`src/rtl/led_ctrl_pkg.sv`:
```
// Shared types and register-field positions for the memory-mapped LED controller.
package led_ctrl_pkg;

    typedef enum logic [1:0] {
        LED_OFF   = 2'd0,
        LED_ON    = 2'd1,
        LED_BLINK = 2'd2,
        LED_PWM   = 2'd3
    } led_mode_t;

    localparam int unsigned MODE_LSB         = 0;
    localparam int unsigned MODE_MSB         = 1;
    localparam int unsigned DUTY_LSB         = 8;
    localparam int unsigned STATUS_PHASE_BIT = 16;

endpackage

```
`src/rtl/led_ctrl_mmio_channel.sv`:
```
// Per-channel output selector: picks the next LED level from the channel mode,
// the shared blink phase and the PWM compare against the shared counter.
module led_channel
    import led_ctrl_pkg::*;
#(
    parameter int unsigned PWM_BITS = 8
) (
    input  logic [1:0]          mode_i,
    input  logic [PWM_BITS-1:0] duty_i,
    input  logic [PWM_BITS-1:0] pwm_cnt_i,
    input  logic                phase_i,
    output logic                led_o
);

    led_mode_t mode;
    logic      pwm_hit;

    assign mode = led_mode_t'(mode_i);

    // Full-scale duty is forced on so there is no one-step gap per PWM period.
    assign pwm_hit = (duty_i == '1) || (pwm_cnt_i < duty_i);

    always_comb begin
        led_o = 1'b0;
        case (mode)
            LED_OFF:   led_o = 1'b0;
            LED_ON:    led_o = 1'b1;
            LED_BLINK: led_o = phase_i;
            LED_PWM:   led_o = pwm_hit;
            default:   led_o = 1'b0;
        endcase
    end

endmodule

```
`src/rtl/led_ctrl_mmio.sv`:
```
// Memory-mapped LED controller: per-channel mode/duty registers, shared prescaler,
// PWM and blink timebases, and a registered LED output with a STATUS readback.
module led_ctrl_mmio
    import led_ctrl_pkg::*;
#(
    parameter int unsigned NCH        = 4,
    parameter int unsigned PWM_BITS   = 8,
    parameter int unsigned PRESC      = 50,
    parameter int unsigned BLINK_HALF = 25_000_000,
    parameter int unsigned ADDR_W     = 6
) (
    input  logic              clk,
    input  logic              reset,
    input  logic [ADDR_W-1:0] addr,
    input  logic              we,
    input  logic [31:0]       wdata,
    input  logic              re,
    output logic [31:0]       rdata,
    output logic [NCH-1:0]    led
);

    localparam int unsigned PRESC_W = (PRESC > 1) ? $clog2(PRESC) : 1;
    localparam int unsigned BLINK_W = (BLINK_HALF > 1) ? $clog2(BLINK_HALF) : 1;
    localparam logic [PRESC_W-1:0] PRESC_LAST = PRESC_W'(PRESC - 1);
    localparam logic [BLINK_W-1:0] BLINK_LAST = BLINK_W'(BLINK_HALF - 1);

    led_mode_t             mode_q [NCH];
    logic [PWM_BITS-1:0]   duty_q [NCH];
    logic [PRESC_W-1:0]    presc_q, presc_d;
    logic [PWM_BITS-1:0]   pwm_cnt_q, pwm_cnt_d;
    logic [BLINK_W-1:0]    blink_q, blink_d;
    logic                  phase_q, phase_d;
    logic [NCH-1:0]        led_q, led_d;
    logic [31:0]           rdata_q, rdata_d;
    logic                  tick;
    logic                  blink_wrap;
    logic                  unused_wdata;

    assign unused_wdata = ^{wdata[31:DUTY_LSB+PWM_BITS], wdata[DUTY_LSB-1:MODE_MSB+1]};

    always_comb begin
        tick       = (presc_q == PRESC_LAST);
        presc_d    = tick ? '0 : presc_q + 1'b1;
        pwm_cnt_d  = tick ? pwm_cnt_q + 1'b1 : pwm_cnt_q;
        blink_wrap = (blink_q == BLINK_LAST);
        blink_d    = blink_wrap ? '0 : blink_q + 1'b1;
        phase_d    = phase_q ^ blink_wrap;
    end

    // Read mux samples registers before any same-cycle write lands.
    always_comb begin
        rdata_d = rdata_q;
        if (re) begin
            rdata_d = '0;
            for (int unsigned i = 0; i < NCH; i++) begin
                if (addr == ADDR_W'(i)) begin
                    rdata_d[MODE_MSB:MODE_LSB]   = mode_q[i];
                    rdata_d[DUTY_LSB +: PWM_BITS] = duty_q[i];
                end
            end
            if (addr == ADDR_W'(NCH)) begin
                rdata_d[NCH-1:0]          = led_q;
                rdata_d[STATUS_PHASE_BIT] = phase_q;
            end
        end
    end

    for (genvar g = 0; g < NCH; g++) begin : g_ch
        led_channel #(
            .PWM_BITS (PWM_BITS)
        ) u_ch (
            .mode_i    (mode_q[g]),
            .duty_i    (duty_q[g]),
            .pwm_cnt_i (pwm_cnt_q),
            .phase_i   (phase_q),
            .led_o     (led_d[g])
        );
    end

    always_ff @(posedge clk or negedge reset) begin
        if (!reset) begin
            for (int unsigned i = 0; i < NCH; i++) begin
                mode_q[i] <= LED_OFF;
                duty_q[i] <= '0;
            end
            presc_q   <= '0;
            pwm_cnt_q <= '0;
            blink_q   <= '0;
            phase_q   <= 1'b0;
            led_q     <= '0;
            rdata_q   <= '0;
        end else begin
            if (we) begin
                for (int unsigned i = 0; i < NCH; i++) begin
                    if (addr == ADDR_W'(i)) begin
                        mode_q[i] <= led_mode_t'(wdata[MODE_MSB:MODE_LSB]);
                        duty_q[i] <= wdata[DUTY_LSB +: PWM_BITS];
                    end
                end
            end
            presc_q   <= presc_d;
            pwm_cnt_q <= pwm_cnt_d;
            blink_q   <= blink_d;
            phase_q   <= phase_d;
            led_q     <= led_d;
            rdata_q   <= rdata_d;
        end
    end

    assign led   = led_q;
    assign rdata = rdata_q;

endmodule

```
`config.mk`:
```
export PLATFORM = sky130hd
export DESIGN_NAME = led_ctrl_mmio
export DESIGN_NICKNAME = d
export VERILOG_FILES = /design/src/rtl/led_ctrl_pkg.sv /design/src/rtl/led_ctrl_mmio_channel.sv /design/src/rtl/led_ctrl_mmio.sv
export SDC_FILE = /design/constraint.sdc
export NUM_CORES = 1
export LEC_CHECK = 0
export ABC_CLOCK_PERIOD_IN_PS = 4550
export CAP_MARGIN = 0
export CORE_MARGIN = 1
export CORE_UTILIZATION = 59
export CTS_CLUSTER_SIZE = 40
export DETAILED_ROUTE_END_ITERATION = 10
export PLACE_DENSITY_LB_ADDON = 0.05
export SETUP_SLACK_MARGIN = 0.15
export SYNTH_ARGS = -nofsm -noshare
export SYNTH_HDL_FRONTEND = slang
export SYNTH_SLANG_ARGS = --single-unit
```
`constraint.sdc`:
```
create_clock -name clk -period 4.55 [get_ports clk]
set_input_delay 0.455 -clock clk [delete_from_list [all_inputs] [get_ports clk]]
set_output_delay 0.455 -clock clk [all_outputs]
set_load 0.01 [all_outputs]
```
==> results.md <==
- Critical path fanouts, max: 14
- Worst Hold Class: in -> async
- Fill cell count: between 600 and 700
- Slew Viols, Final: 0
- Synth area leaders: dfrtp_1 47%, mux2_2 8.9%, ha_1 7.7%
- Drt total wl: 10800 µm
- Area share of the largest cell type after synthesis: 46.7%
- Total net switching power: between 0.4 and 0.5 mW
- Final Non-Filler Cells: 636
- Mean post-synth cell area: 10.6 µm²
- Status: finished, final reports clean
- Post-CTS setup buffer count: 0
- Worst-margin pin slew: 900 ps
- Startpoint Class: input port
- Design area: around 5700 µm²
- Leakage power: 2.55 nW
- Area after DPL: 5570 µm²
- Worst-path cell chain: clkdlybuf4s50_1 > nor2_1 > nand2_1 > nor4_1 > a22oi_1 > a21oi_1
- Register area: roughly 2400 µm²
- Die width: 95.9 µm
- Overall global routing resource usage: 26.1%
- Peak supply drop: 0.161 mV
- Top-Level Pins: 78
- Async SR Flop Fraction: 100%
- CP Buf/Inv Count: 1
- CTS sink cnt: 97
- Area of the core: 8380 µm²
- Total Neg Setup Slack: 0 ps
- Switching share of power: 28.4%
- Skew-Pair Late Insertion Delay: ~370 ps
- Clock root buffer: clkbuf_8
- Layout cell share with drive strength beyond 1: 12.8%
- Num rows: 33
- Clock slew at reported path FFs: 100 ps
- Die ar.: 9190 µm²
- Unique cell type count in the Yosys netlist: 38
- Setup repair after global routing missed its margin: no
- Synth Flop Type: dfrtp_1
- Antenna diodes: 0
- Final GP Congestion: 0.893
- Count leader, synth: dfrtp_1
- Area of the multi-input gates: 2480 µm²
- Most instantiated cells after synthesis: 97 x dfrtp_1, 41 x inv_1, 41 x mux2_2
- Final setup vio count: 0
- CTS H-tree lvls: 3
- Synth area leader: dfrtp_1
- Syn. warnings: 0
- Post-route DRC: 0
- # placed instances: 620
- Final Worst Setup Slack: 2160 ps
- Pre-CTS setup slack: 1750 ps
- Register bit total from synthesis: 97
- Global-route wire length before repair: 17900 µm
- IO Port Bufs: 36
- Grt ovf: 0
- Final hold slack: approximately 70 ps
- Rel. slew slack: around two fifths
- Max Cap Viol: 0
- Final min period: roughly 2400 ps
- Req. time, crit path: 4840 ps
- Final HPWL DP: 8060 µm
- First-pass DRT Iterations: 4
- Nets@finish: 600
- PwrDens: 304 nW/µm²
- Fin crit share: 52.5%
- Clock skew: 11.9 ps
- Worst endpoint data arrival time: 2680 ps
- CTS hold repair buffers: 0
- Reg2reg start: blink_q[10]
- Final ANT Viol Nets: 0
- Internal: roughly 1.3 mW
- CTS Buf Count: 9
- Worst setup EP type: flip-flop
- Vias: 3742
- Die height: 95.9 µm
- Clock power frac: between 20% and 30%
- Area Growth Syn to Fin: 10.5%
- Vias/cell: approximately 6
- Largest delay contributor family on the critical path: simple AND/OR/NAND/NOR gates
- Largest net degree at the start of global routing: 53
- Syn Inst Count: 489
- CP Class: in -> reg
- CTS tree: yes
- Initial Utilization: 62.0%
- Final hold violation count: 0
- Slowest CP cell: clkdlybuf4s50_1
- Crit path largest cell delay: around 800 ps
- Worst r2r dst: blink_q[3]
- Vias in the first global route: 3587
- Worst R2R Path Depth: 5
- Register area share after synthesis: between 40% and 50%
- Max Clk Rate: between 400 and 500 MHz
- Reg power frac: 56.5%
- DR WL/cell: 17.0 µm
- Power share of the combinational group: between 10 and 15%
- Antenna violations before repair: 0
- DRT iter0 DRCs: 160
- Reg2reg setup slack: 2310 ps
- Mapped Area: approximately 5200 µm²
- Clock buffer depth: 2
- Resized cells post-CTS: 0
- Post-synth EDFFs: 0
-- power by group through the flow --
stage               clock [mW]  sequential [mW]  combinational (mW)
floorplan                    0            0.989               0.154
global placement             0             1.00               0.246
detailed placement           0             1.00               0.254
CTS                      0.516            0.986               0.256
global route             0.559            0.997               0.286
finish                   0.508            0.988               0.253
-- worst reg2reg max path: cells and delay by family (launching register included) --
kind,cells,cell delay [ps]
flip-flops,1,460
AND/OR/NAND/NOR,5,1640
-- per-stage QoR --
step | util (%) | total power, mW
floorplan | - | 1.14
global placement | 66.5 | 1.25
detailed placement | 66.5 | 1.26
CTS | 68.5 | 1.76
global route | 68.5 | 1.84
finish | 68.5 | 1.75
-- per-layer routing --
layer | up-vias | global-route usage (%) | part of all wire (%)
li1 | 1771 | - | -
met3 | 11 | 4.90 | 6.1
met5 | - | 0 | 0
met4 | 0 | 8.71 | 1.2
met1 | 1833 | 37.4 | 46
met2 | 127 | 39.9 | 47
-- logic make-up (layout without fill, tap and decap cells) --
| kind of cell | after synthesis | count (layout) | share of synthesized area [%] |
|---|---|---|---|
| AOI/OAI and AO/OA | 68 | 68 | 8.28 |
| xor gates and xnor gates | 31 | 31 | 5.22 |
| adders and majority gates | 32 | 32 | 7.70 |
| buffers and inverters | 72 | 96 | 6.91 |
| DFF | 97 | 97 | 46.7 |
| muxes | 51 | 51 | 11.3 |
| other | 1 | 19 | 0.0721 |
| and+or+nand+nor | 137 | 137 | 13.8 |
-- state kept, by name, summed over array words and instances (netlist names) --
signal	flops
blink_q	25
duty_q	32
led	4
mode_q	8
phase_q	1
presc_q	6
pwm_cnt_q	8
rdata	13
-- worst max path at each step --
stage	cells after the start	end	startpoint	slack [ps]
finish	6	rdata[0]	addr[1]	2160
global route	6	rdata[0]	addr[1]	1950
CTS	6	rdata[0]	addr[1]	2130
detailed placement	6	rdata[0]	addr[1]	1750
global placement	3	duty_q[10]	addr[1]	1800
floorplan	6	blink_q[11]	blink_q[10]	2870
-- layout by cell type (no fill, tap or decap), drive strengths merged, types with 4 or more instances in the layout --
cell type and count:
xor2 8, o2111ai 4, xnor2 23, nand3 23
nand2 28, o21ai 20, clkbuf 10, buf 4
clkdlybuf4s50 35, mux2i 8, o211ai 4, nor4 9
nand4 19, a22oi 10, mux2 41, nor2 39
and4 4, and3 6, a21oi 18, dfrtp 97
clkinv 4, a21boi 4, conb 19, o221ai 8
ha 32, inv 42
-- layout make-up --
class                      instances  share of cell area [%]
clock buffer                      10                    2.22
clock inverter                     6                   0.762
inverter                          41                    2.68
multi-input combinational        338                    43.2
sequential                        97                    42.3
tap                              105                    2.29
timing repair buffer              39                    6.62
Note: power is estimated with default switching activity, not from simulation.
